--- src/rtl/vae_fixed_pkg.sv ---
// Shared fixed-point definitions for the VAE layer stages (neuron_mac_acc,
// softplus_squared and the mult stage).
//   DATA_W / FRAC_BITS : signed Q8.8 operand format
//   Q_MAX / Q_MIN      : saturation limits of a DATA_W signed value
//   state_e            : neuron accumulator control states
package vae_fixed_pkg;

    localparam int unsigned DATA_W    = 16;
    localparam int unsigned FRAC_BITS = 8;

    localparam logic [DATA_W-1:0] Q_MAX = 16'h7FFF;
    localparam logic [DATA_W-1:0] Q_MIN = 16'h8000;

    typedef enum logic [1:0] {
        ACC,
        DRAIN,
        FINAL,
        OUT
    } state_e;

endpackage

--- src/rtl/sat_round_q.sv ---
// Combinational round / arithmetic-shift / saturate from a wide signed
// accumulator value down to a signed Q8.8 DATA_W result.
// Build option: ROUND_NEAREST_EN adds half an LSB before the shift
// (round-half-up); otherwise the shift truncates toward negative infinity.
// Ports:
//   din  in  ACC_W   signed value with FRAC_BITS fractional bits
//   dout out DATA_W  rounded, shifted, saturated result
//   sat  out 1       dout was clipped to Q_MAX or Q_MIN
module sat_round_q
    import vae_fixed_pkg::*;
#(
    parameter int unsigned ACC_W = 40
) (
    input  logic [ACC_W-1:0]  din,
    output logic [DATA_W-1:0] dout,
    output logic              sat
);

    logic signed [ACC_W-1:0] rnd;
    logic signed [ACC_W-1:0] shf;
    logic signed [ACC_W-1:0] max_ext;
    logic signed [ACC_W-1:0] min_ext;

`ifdef ROUND_NEAREST_EN
    logic [ACC_W-1:0] half;
    assign half = {{(ACC_W-FRAC_BITS){1'b0}}, 1'b1, {(FRAC_BITS-1){1'b0}}};
    assign rnd  = $signed(din + half);
`else
    assign rnd  = $signed(din);
`endif

    assign shf     = rnd >>> FRAC_BITS;
    assign max_ext = $signed({{(ACC_W-DATA_W){1'b0}}, Q_MAX});
    assign min_ext = $signed({{(ACC_W-DATA_W){1'b1}}, Q_MIN});

    always_comb begin
        dout = shf[DATA_W-1:0];
        sat  = 1'b0;
        if (shf > max_ext) begin
            dout = Q_MAX;
            sat  = 1'b1;
        end else if (shf < min_ext) begin
            dout = Q_MIN;
            sat  = 1'b1;
        end
    end

endmodule

--- src/rtl/neuron_mac_acc.sv ---
// Streaming dot-product neuron: accumulates x*w over a vector, adds a bias,
// and emits one saturated Q8.8 pre-activation for softplus_squared.
// DATA_W and FRAC_BITS come from vae_fixed_pkg.
// Build option: ROUND_NEAREST_EN (see sat_round_q); latency is unchanged.
// Ports:
//   clk, rst            clock, synchronous active-high reset
//   in_valid/in_ready   input beat handshake
//   in_x, in_w          signed Q8.8 activation and weight
//   in_last             final beat of the vector
//   bias                signed Q8.8 bias, sampled with the in_last beat
//   out_valid/out_ready result handshake
//   out_data, out_sat   saturated result and clip flag
module neuron_mac_acc
    import vae_fixed_pkg::*;
#(
    parameter int unsigned ACC_W = 40
) (
    input  logic              clk,
    input  logic              rst,
    input  logic              in_valid,
    output logic              in_ready,
    input  logic [DATA_W-1:0] in_x,
    input  logic [DATA_W-1:0] in_w,
    input  logic              in_last,
    input  logic [DATA_W-1:0] bias,
    output logic              out_valid,
    input  logic              out_ready,
    output logic [DATA_W-1:0] out_data,
    output logic              out_sat
);

    state_e                  state;
    logic [ACC_W-1:0]        acc;
    logic signed [2*DATA_W-1:0] prod;
    logic                    prod_vld;
    logic [DATA_W-1:0]       bias_reg;

    logic [ACC_W-1:0]        prod_ext;
    logic [ACC_W-1:0]        bias_ext;
    logic [ACC_W-1:0]        sum;
    logic [DATA_W-1:0]       sr_q;
    logic                    sr_sat;

    assign in_ready = (state == ACC);

    assign prod_ext = {{(ACC_W-2*DATA_W){prod[2*DATA_W-1]}}, prod};
    // Bias is Q8.8; align it to the Q16.16 product scale before adding.
    assign bias_ext = {{(ACC_W-DATA_W){bias_reg[DATA_W-1]}}, bias_reg} << FRAC_BITS;
    assign sum      = acc + bias_ext;

    sat_round_q #(
        .ACC_W (ACC_W)
    ) u_sat_round_q (
        .din  (sum),
        .dout (sr_q),
        .sat  (sr_sat)
    );

    always_ff @(posedge clk) begin
        if (rst) begin
            state     <= ACC;
            acc       <= '0;
            prod      <= '0;
            prod_vld  <= 1'b0;
            bias_reg  <= '0;
            out_valid <= 1'b0;
            out_data  <= '0;
            out_sat   <= 1'b0;
        end else begin
            // prod_vld marks a fresh product, so bubbles never re-add a stale one.
            if (prod_vld) begin
                acc <= acc + prod_ext;
            end
            prod_vld <= 1'b0;

            unique case (state)
                ACC: begin
                    if (in_valid) begin
                        prod     <= $signed(in_x) * $signed(in_w);
                        prod_vld <= 1'b1;
                        if (in_last) begin
                            bias_reg <= bias;
                            state    <= DRAIN;
                        end
                    end
                end
                DRAIN: begin
                    state <= FINAL;
                end
                FINAL: begin
                    out_data  <= sr_q;
                    out_sat   <= sr_sat;
                    out_valid <= 1'b1;
                    state     <= OUT;
                end
                OUT: begin
                    if (out_ready) begin
                        acc       <= '0;
                        out_valid <= 1'b0;
                        state     <= ACC;
                    end
                end
                default: begin
                    state <= ACC;
                end
            endcase
        end
    end

endmodule

--- config.mk ---
export PLATFORM = sky130hd
export DESIGN_NAME = neuron_mac_acc
export DESIGN_NICKNAME = d
export VERILOG_FILES = /design/src/rtl/vae_fixed_pkg.sv /design/src/rtl/sat_round_q.sv /design/src/rtl/neuron_mac_acc.sv
export SDC_FILE = /design/constraint.sdc
export NUM_CORES = 1
export LEC_CHECK = 0
export CORE_MARGIN = 8
export CORE_UTILIZATION = 50
export DETAILED_ROUTE_END_ITERATION = 7
export PLACE_DENSITY = 0.68
export RECOVER_POWER = 50
export SLEW_MARGIN = 20
export SYNTH_ARGS = -nofsm -noshare
export SYNTH_HDL_FRONTEND = slang
export SYNTH_SLANG_ARGS = --single-unit
--- constraint.sdc ---
create_clock -name clk -period 18.4 [get_ports clk]
set_clock_uncertainty 0.1 [all_clocks]
set_input_delay 4.6 -clock clk [delete_from_list [all_inputs] [get_ports clk]]
set_output_delay 4.6 -clock clk [all_outputs]
set_load 0.02 [all_outputs]
; ---- Word level (Yosys, flattened, before mapping)
; Index checks and enable logic that the tools add are counted.
[word_totals]
inputBits = 53
output_inout_bits = 19
wordCells = 41
regBits = 109
[classes]
n_lt_le_gt_ge = 2
n_addsub = 2
mux = 14
eq_ne = 6
bitwise_logic = 1
n_mul = 1
n_reduce_logical = 7
[op_table]
columns = operator, count
row1 = $mux W40, 3
row2 = $add A40 B40 Y40, 2
row3 = $gt A32 B16 Y1 const B, 1
row4 = $lt A32 B16 Y1 const B, 1
row5 = $mul A16 B16 Y32, 1
row6 = $mux W16, 2
row7 = $pmux W2 S4, 1
row8 = $mux W2, 3
row9 = $reduce_and A3 Y1, 2
row10 = $eq A2 B2 Y1 const B, 2
row11 = $mux W1, 4
row12 = $ne A2 B2 Y1 const B, 2
row13 = $reduce_and A2 Y1, 2
row14 = $eq A2 B1 Y1 const B, 1
row15 = $logic_not A2 Y1, 1
row16 = $ne A2 B1 Y1 const B, 1
row17 = $pmux W1 S2, 1
row18 = $reduce_bool A2 Y1, 1
row19 = $reduce_or A2 Y1, 1
row20 = $not A1 Y1, 1

; ---- Logic depth before layout (Yosys ltp)
[depth]
word_depth = 4
mapped_depth = 25
ltp_nobuf = 24

; ---- Hierarchy
; A second synthesis with hierarchy kept.
[hier_totals]
cells_unflattened = 2011
hier_area_um2 = 17401.7
[modules_own_cells]
columns = module, seq_area_each_um2, cells_per_inst, instances, area_per_inst_um2
row1 = neuron_mac_acc, 2182.1, 1982, 1, 17164.0
row2 = sat_round_q, 0.0, 29, 1, 237.7

; ---- Worst setup path before layout
; Ideal clock, no wire load.
[synth_timing]
path_type = input port to flip-flop
start = input port in_x[10]
end = register prod[30]
setup_slack_ps = 7765
path_buffers = 1
path_stages = 21
arrival_time_ps = 10461
setup_ps = 74
required_ps = 18226
cell_sequence = clkbuf_1 -> nand2_1 -> fa_1 -> fa_1 -> fa_1 -> fa_1 -> inv_1 -> fa_1 -> fa_1 -> ha_1 -> a21o_1 -> a21o_1 -> a21o_1 -> a21oi_1 -> nand2_1 -> a311oi_1 -> o211ai_1 -> a2111oi_0 -> o31ai_1 -> xnor2_1 -> o21ai_0
[synth_between]
elab_chain_len = 1
[synth_rtl]
columns = element, line_no
row1 = "start, declared", neuron_mac_acc.sv:22  ; input logic [DATA_W-1:0] in_x,
row2 = $mul A16 B16 Y32, neuron_mac_acc.sv:79  ; prod <= $signed(in_x) * $signed(in_w);
row3 = "end signal, assigned", neuron_mac_acc.sv:79
row4 = "end, declared", neuron_mac_acc.sv:34  ; logic signed [2*DATA_W-1:0] prod;
; Every way passes these cells.
; A chain may end at the register's enable or synchronous reset.

; ---- Final worst setup path
; Ends and elaborated chain as after synthesis.

==> reports/qor.yml <==
route:
  drcViolationCount: 0
  postRouteAntennaNets: 0
  starting_drc_count_in_detailed_routing: 669
  vias: 13800
  routed_wirelength_um: 44000
  firstDrtPassIters: 5
  wire_per_inst_um: 17.4
  route.detailed.vias_per_inst: 5.44
run:
  maxCapViolCount: 2
worst_setup_path:
  cp.required_ns: 18.60
  path_buf_inv: 2
  cp-endpoint: "prod[30]$_SDFFE_PP0P_"
  critPathArrivalTime_ns: 11.84
  timing.rr.end: "out_data[5]$_SDFFE_PP0P_"
  critPathKind: "input pin to flop"
  path_cells: "clkdlybuf4s50_1, nand2_1, fa_1, fa_1, fa_1, fa_1, inv_1, fa_1, fa_1, ha_1, a21o_1, a21o_1, a21o_1, a21oi_1, nand2_1, a311oi_1, o211ai_1, a2111oi_0, o31ai_1, xnor2_1, o21ai_0"
  critPathCaptureType: "flop"
  r2r_setup_slack_ns: 13.91
  worstPathMaxFanout: 16
  path_depth: 21
  path_delay_family: "adder cells"
  crit_path_start_kind: "input pin"
  crit_path_frequent_cell: "sky130_fd_sc_hd__fa_1"
  crit_path_max_incr_delay_ns: 0.89
  r2r-start: "acc[8]$_SDFF_PP0_"
  r2r_cells: 13
  crit_slowest_cell: "sky130_fd_sc_hd__clkdlybuf4s50_1"
  critical_path.startpoint: "in_x[10]"
logic_synthesis:
  total_number_of_yosys_warnings: 0
  synth_enable_flop_cells: 0
  synthDistinctLibCells: 74
  synth_top_cells_by_count: "sky130_fd_sc_hd__inv_1 (322), sky130_fd_sc_hd__nand2_1 (267), sky130_fd_sc_hd__fa_1 (264)"
  asyncSetResetFlopFracSynth_pct: 0
  yosysMostFrequentCell: "sky130_fd_sc_hd__inv_1"
  ys_seq_area_share_pct: 12.3
  postSynthCellCount: 2061
  synth-seq-cells: 109
  mappedNetlistArea_um2: 17700
  postSynthAreaPerCell_um2: 8.57
  synth_top_cell_by_area: "sky130_fd_sc_hd__fa_1"
  synth_fp_nets: 2533
  dominantRegCellSynth: "sky130_fd_sc_hd__dfxtp_1"
  synthTopCellsByArea: "sky130_fd_sc_hd__fa_1 (30%), sky130_fd_sc_hd__dfxtp_1 (12%), sky130_fd_sc_hd__ha_1 (11%)"
  synth_top_area_share_pct: 29.9
die:
  die_outline_area_um2: 41600
  die_width_um: 204
  floorplan.die.height_um: 204
  rows: 69
  placeable_area_um2: 35200
  starting_density_of_the_core_pct: 50.2
  num_io_pins: 72
layout:
  area.growth.synth_to_final_pct: 6.80
  final_std_cell_area_no_fill_um2: 18900
  num_antenna_cells: 0
  final_nets: 2544
  largest_registers: "acc: 40 flops, prod: 32 flops"
  number_of_flip_flops_in_the_largest_register: 40
  drive_gt1_share_pct: 2.84
  fillCellCount: 3293
  largest_register: "acc"
global_routing:
  antenna_found_initial: 0
  largest_net_degree_at_the_start_of_global_routing: 51
  global_route_wire_length_before_repair_um: 73300
  number_of_global_route_vias_before_repair: 14300
  gr-total-overflow: 0
  groute.usage.overall_pct: 21.5
worst_hold_path:
  cell_count_of_the_worst_hold_path: 2
  hold_path_class: "flop to flop"
sta:
  period_share_pct: 63.3
  final-max-slew-violation-count: 83
  relSlewSlack_pct: -51.8
  finalHoldViolCount: 0
  setup_viol_count_final: 0
  worst_pin_slew_ns: 2.28
  clock_period_minus_final_worst_setup_slack_ns: 11.64
  grt_setup_unrepaired: "false"
  fin_hold_ws_ns: 0.363
  timing.setup.tns_ns: 0
  fmax_ghz: 0.0859
place:
  post_dp_cell_area_um2: 18600
  gpl_congestion: 0.906
  dpl_hpwl_um: 36700
  portBuffers: 71
run_status:
  violations_in_the_final_reports: "max-capacitance violations, max-slew violations"
  status: "complete, but fails checks"
clock_network:
  cts_repair_resize_count: 0
  post_cts.repair.setup_buffers: 0
  holdBufCountCts: 0
  clock_insertion_delay_worst_skew_ns: 0.36
  cts_sinks: 109
  htree_num_levels: 3
  clk_path_buf_depth: 2
  cts_tree: "yes"
  path_clk_slew_ns: 0.09
  clock-root-buffer: "sky130_fd_sc_hd__clkbuf_16"
  number_of_cts_inserted_buffers: 9
==> metal layers <==
layer / global-route usage (%) / share of wire, % / up-vias / wire length, um
li1: - / - / 6670 / -
met1: 27.3 / 43 / 6824 / 18900
met2: 39.0 / 52 / 243 / 22800
met3: 1.66 / 3.1 / 61 / 1360
met4: 5.50 / 2.3 / 0 / 1030
met5: 0 / 0 / - / 0
==> worst min-delay path by stage <==
stage | start | to | slack, ns
floorplan | prod[15]$_SDFFE_PP0P_ | prod[15]$_SDFFE_PP0P_ | 0.34
global placement | prod[0]$_SDFFE_PP0P_ | prod[0]$_SDFFE_PP0P_ | 0.35
detailed placement | prod[0]$_SDFFE_PP0P_ | prod[0]$_SDFFE_PP0P_ | 0.35
CTS | prod[0]$_SDFFE_PP0P_ | prod[0]$_SDFFE_PP0P_ | 0.36
global route | prod[3]$_SDFFE_PP0P_ | prod[3]$_SDFFE_PP0P_ | 0.39
finish | prod[12]$_SDFFE_PP0P_ | prod[12]$_SDFFE_PP0P_ | 0.36
==> area by class of cell <==
type / count / area, um2 / area share (%)
clock inverters: 7 / 86.3 / 0.457
flip-flops and latches: 109 / 2180 / 11.6
repair buffers: 79 / 753 / 3.99
multi-input cells: 1551 / 13800 / 73.3
clock buffers: 9 / 225 / 1.19
well taps: 461 / 577 / 3.06
inverters: 322 / 1210 / 6.40
==> worst reg2reg max path, stage by stage (launching register included) <==
cell and delay [ns]:
sky130_fd_sc_hd__dfxtp_1 0.35, sky130_fd_sc_hd__ha_1 0.25, sky130_fd_sc_hd__fa_1 0.43, sky130_fd_sc_hd__a211oi_1 0.35, sky130_fd_sc_hd__o21ai_1 0.16, sky130_fd_sc_hd__o2111ai_1 0.15
sky130_fd_sc_hd__nand3_1 0.24, sky130_fd_sc_hd__a31oi_4 0.32, sky130_fd_sc_hd__a211oi_1 0.16, sky130_fd_sc_hd__o2111a_1 0.27, sky130_fd_sc_hd__a211oi_1 0.47, sky130_fd_sc_hd__nor4bb_1 0.45
sky130_fd_sc_hd__or2_2 0.42, sky130_fd_sc_hd__a211oi_1 0.14
==> cells by family after synthesis <==
group / count (synthesis) / share of synthesized area, %
XOR/XNOR: 93 / 4.61
AO/OA/AOI/OAI: 370 / 13.9
multiplexers: 26 / 1.47
flip-flops: 109 / 12.3
AND/OR/NAND/NOR: 643 / 17.6
buffers and inverters: 401 / 9.16
adder cells (fa/ha/maj): 419 / 40.9
==> placed cells by master (no fill, tap or decap), types with 25 or more instances in the layout <==
cell,synthesis,layout
sky130_fd_sc_hd__xnor2_1,68,68
sky130_fd_sc_hd__fa_1,264,264
sky130_fd_sc_hd__a211oi_1,30,36
sky130_fd_sc_hd__clkdlybuf4s50_1,0,67
sky130_fd_sc_hd__mux2i_1,26,26
sky130_fd_sc_hd__xor2_1,25,25
sky130_fd_sc_hd__nand2_1,267,267
sky130_fd_sc_hd__a21oi_1,121,121
sky130_fd_sc_hd__and2_1,132,132
sky130_fd_sc_hd__dfxtp_1,109,108
sky130_fd_sc_hd__ha_1,155,155
sky130_fd_sc_hd__nor2_1,107,107
sky130_fd_sc_hd__o21ai_0,64,64
sky130_fd_sc_hd__a21o_1,51,51
sky130_fd_sc_hd__inv_1,322,322
==> per-stage QoR <==
stage	utilization [%]	setup WS [ns]	std cells
after floorplan	-	7.76	2061
after global placement	52.8	6.62	2522
after detailed placement	52.8	6.47	2522
after CTS	53.7	6.84	2538
after global routing	53.6	6.33	2538
final	53.6	6.76	2538
Power is left out: the tool's default activity adds up to more than one toggle a clock period on the data nets, which glitch-free logic cannot reach.
==> RTL change 1 (same flow settings) <==
Make the reset (`rst`) asynchronous in one clocked block. Comments in the files are not updated.
--- a/src/rtl/neuron_mac_acc.sv
+++ b/src/rtl/neuron_mac_acc.sv
@@ -58,3 +58,3 @@
 
-    always_ff @(posedge clk) begin
+    always_ff @(posedge clk or posedge rst) begin
         if (rst) begin
Check against the original RTL: differs if rst is asserted again (counterexample within 4 cycles, from zero or initial values and one cycle with rst high); with rst held inactive, the same outputs for 4 cycles.
==> RTL change 1 against the original RTL <==
- the flow still finishes with violations (max-capacitance violations, max-slew violations)
- first-iteration DRC count rose by 39%
- cell area rose by 2.2%
- non-clock buffer count fell by 2
- routed wire length fell by 3.2%
- synthesized area rose by 2.2%
- register-to-register slack got worse by 2.2 ns
- worst setup slack got worse by 0.11 ns
- fmax fell by 0.94%
- sequential cell count did not move
- critical path type unchanged
Power is not shown: default switching activity piles up to over one toggle a cycle in this logic, so the estimate is an artifact.
==> RTL change 1: results (changes against the original RTL) <==
Non-Clock Buffer Count -> 77 (-2.5%)
cell area reported after detailed placement -> 19000 um^2 (+2.3%)
startpoint of the lowest-slack register-to-register path -> acc[8]
final design area excluding fillers -> 19300 um^2 (+2.2%)
proportion of cell area occupied by multi-input gates -> 0.712 (-0.0217)
post-synthesis sequential area ratio -> 0.151 (+0.0276)
max-capacitance violation count -> 4 (+2)
routability congestion estimate from global placement -> 0.915 (+1.0%)
overall fraction of global-route tracks in use -> 0.207 (-0.00745)
largest net degree at the start of global routing -> 59 (+16%)
count of filler cells inserted in the layout -> 3248 (-1.4%)
Mapped Area -> 18100 um^2 (+2.2%)
number of nets in the layout -> 2470 (-2.9%)
slowest cell on the critical path -> sky130_fd_sc_hd__o41ai_1
Non-Filler Instances -> 2464 (-2.9%)
global-route wire length before repair -> 71.3 mm (-2.6%)
first-pass detailed-route iteration total -> 8 (+3)
synth cell count leaders -> sky130_fd_sc_hd__inv_1, sky130_fd_sc_hd__fa_1, sky130_fd_sc_hd__nand2_1, sky130_fd_sc_hd__ha_1, sky130_fd_sc_hd__and2_1
post-placement setup slack -> 6.41 ns (-0.0620 ns)
outcome -> finished with violations
synth top area cells -> sky130_fd_sc_hd__fa_1, sky130_fd_sc_hd__dfrtp_1, sky130_fd_sc_hd__ha_1
initial DRC count -> 932 (+39%)
drt via density -> 5.58 (+2.6%)
violations in the final reports -> max-capacitance violations, max-slew violations
Worst Reg-to-Reg Cells -> 12 (-1)
FFs w/ async S/R, synth -> 1.00 (+1.00)
worst min-delay path startpoint -> prod[20]
Clock transition at path regs -> 0.07 ns (-0.02 ns)
Inst Count DP -> 2448 (-2.9%)
half-perimeter wire length after detailed placement -> 35.1 mm (-4.4%)
worst rel slew slack -> -1.17 (-0.654)
number of distinct library cells after synthesis -> 81 (+9.5%)
fraction of area in clock buffers and inverters -> 0.0156 (-0.000882)
routed wirelength normalized by instance count -> 17.3 um (-0.32%)
comb_multi_in -> 1479 (-4.6%)
Setup crit start -> in_x[8]
clock buf count -> 10 (+1)
number of max-slew violations in the final report -> 168 (+100%)
[RTL change 1: cell types whose count changed after synthesis, moves of 13 or more]
cell	unedited run	this run
sky130_fd_sc_hd__nand2_1	267	196
sky130_fd_sc_hd__a211oi_1	30	17
sky130_fd_sc_hd__a21oi_1	121	97
sky130_fd_sc_hd__o21ai_0	64	85
sky130_fd_sc_hd__mux2_2	0	21
sky130_fd_sc_hd__dfrtp_1	0	109
sky130_fd_sc_hd__dfxtp_1	109	0
sky130_fd_sc_hd__xnor2_1	68	52
sky130_fd_sc_hd__a21o_1	51	36
[RTL change 1: path summary, 6_finish.rpt]
kind                          endpoint  slack [ns]
max                           prod[31]        6.65
min                           prod[20]        0.39
max reg2reg                out_data[7]       11.71
min reg2reg                   prod[20]        0.39
max in group asynchronous     prod_vld       11.25
min in group asynchronous       acc[9]        5.29
[RTL change 1: per-layer routing]
| metal | global-route usage | vias to the layer above | share of wire |
|---|---|---|---|
| met4 | 0.0603 | 0 | 0.026 |
| met1 | 0.274 | 6851 | 0.43 |
| met3 | 0.0248 | 68 | 0.041 |
| li1 | - | 6489 | - |
| met5 | 0 | - | 0 |
| met2 | 0.354 | 333 | 0.50 |
[RTL change 1: cells by family (layout without fill, tap and decap cells)]
family | after synthesis | after routing | synth area share
simple gates | 575 | 575 | 0.160
compound gates | 353 | 353 | 0.133
fa+ha+maj | 419 | 419 | 0.400
xor+xnor | 86 | 86 | 0.0421
buf+inv | 394 | 415 | 0.0867
flops | 109 | 109 | 0.151
mux | 46 | 46 | 0.0270
[RTL change 1: critical path: cells and delay by family]
kind,cells,cell delay (ns)
xor+xnor,1,0.15
simple gates,3,0.64
compound gates,7,2.10
buf+inv,5,0.96
fa+ha+maj,7,3.35
==> RTL change 2 (config.mk and constraints unchanged) <==
Made on the original files. `ACC_W` is set to 40 in 2 places; all go to 32.
--- a/src/rtl/sat_round_q.sv
+++ b/src/rtl/sat_round_q.sv
@@ -11,3 +11,3 @@
 #(
-    parameter int unsigned ACC_W = 40
+    parameter int unsigned ACC_W = 32
 ) (
--- a/src/rtl/neuron_mac_acc.sv
+++ b/src/rtl/neuron_mac_acc.sv
@@ -15,3 +15,3 @@
 #(
-    parameter int unsigned ACC_W = 40
+    parameter int unsigned ACC_W = 32
 ) (
Formal check against the unedited RTL: no difference found for any inputs over 4 cycles, from zero or initial values and one cycle with rst high; that may be too few to reach the edited logic, so the function may still have changed.
==> RTL change 2 against the original RTL <==
- hold slack worse by 0.0024 ns
- the flow still finishes with violations (max-capacitance violations, max-slew violations)
- routed wire length shrank 14%
- cell area fell by 6.5%
- synthesized area down 7.4%
- worst setup slack gained 0.55 ns
- sequential cell count decreased by 8
- register-to-register slack improved by 0.67 ns
- global-route usage is 1.8 points lower
Power is not shown: default switching activity piles up to over one toggle a cycle in this logic, so the estimate is an artifact.
==> RTL change 2: results (changes against the original RTL) <==
global-route wire length before repair -> 62.8 mm (-14%)
overall fraction of global-route tracks in use -> 0.197 (-0.0180)
synth top area cells -> sky130_fd_sc_hd__fa_1, sky130_fd_sc_hd__dfxtp_1, sky130_fd_sc_hd__ha_1
number of nets in the layout -> 2371 (-6.8%)
post-placement setup slack -> 7.01 ns (+0.546 ns)
post-synthesis sequential area ratio -> 0.124 (about the same)
number of CTS-inserted buffers -> 9 (unchanged)
violations in the final reports -> max-capacitance violations, max-slew violations
data arrival time at the worst-slack endpoint -> 11.11 ns (-0.73 ns)
largest net degree at the start of global routing -> 67 (+31%)
number of warnings reported in the yosys synthesis log -> 0 (unchanged)
number of distinct library cells after synthesis -> 78 (+5.4%)
count of filler cells inserted in the layout -> 3035 (-7.8%)
Hold Path Class -> flip-flop to flip-flop
wire length reported by the detailed router -> 37.7 mm (-14%)
Clock transition at path regs -> 0.07 ns (-0.02 ns)
drt via density -> 5.40 (-0.72%)
worst stage delay on the critical path -> 0.80 ns (-0.09 ns)
initial DRC count -> 562 (-16%)
buffers added on ports -> 71 (unchanged)
outcome -> finished with violations
fraction of final layout cells with drive strength greater than 1 -> 0.0198 (-0.00861)
number of max-slew violations in the final report -> 98 (+18%)
max-capacitance violation count -> 2 (unchanged)
routability congestion estimate from global placement -> 0.864 (-4.6%)
number of global-route vias before repair -> 12700 (-11%)
synth cell count leaders -> sky130_fd_sc_hd__inv_1, sky130_fd_sc_hd__fa_1, sky130_fd_sc_hd__nand2_1, sky130_fd_sc_hd__ha_1, sky130_fd_sc_hd__and2_1
largest registers -> acc (32), prod (32)
actual slew at the worst max-slew pin -> 2.67 ns (+0.391 ns)
==> RTL change 2: final cells by class <==
class | count | area share
flip-flops and latches | 101 | 0.115
multi-input cells | 1410 | 0.728
clock inverters | 7 | 0.00447
repair buffers | 77 | 0.0418
inverters | 316 | 0.0672
well taps | 442 | 0.0313
clock buffers | 9 | 0.0128
==> RTL change 2: metal layers <==
| layer | GRT usage | wire length [um] | up-vias |
|---|---|---|---|
| met2 | 0.344 | 18900 | 251 |
| met1 | 0.259 | 16600 | 6300 |
| met3 | 0.0206 | 1530 | 48 |
| met5 | 0 | 0 | - |
| li1 | - | - | 6150 |
| met4 | 0.0468 | 763 | 0 |
==> RTL change 2: final timing paths <==
check | end | slack [ns] | cells past startpoint | from
max reg2reg | out_data[11] | 14.58 | 11 | acc[8]
max | prod[23] | 7.31 | 22 | in_w[10]
min reg2reg | prod[0] | 0.36 | 2 | prod[0]
min | prod[0] | 0.36 | 2 | prod[0]
==> RTL change 2: logic make-up after synthesis <==
logic type,Yosys count,share of synthesized area
AND/OR/NAND/NOR,597,0.176
adder cells (fa/ha/maj),403,0.429
buffers and inverters,384,0.0890
AO/OA/AOI/OAI,322,0.133
flip-flops,101,0.124
XOR/XNOR,70,0.0379
multiplexers,18,0.0110
==> RTL change 2: through the flow <==
stage | utilization | std cells | instance area, um^2
floorplan | - | 1895 | 16400
global placement | 0.538 | 2346 | 17400
detailed placement | 0.538 | 2346 | 17400
CTS | 0.547 | 2362 | 17700
global route | 0.545 | 2362 | 17600
finish | 0.545 | 2362 | 17600
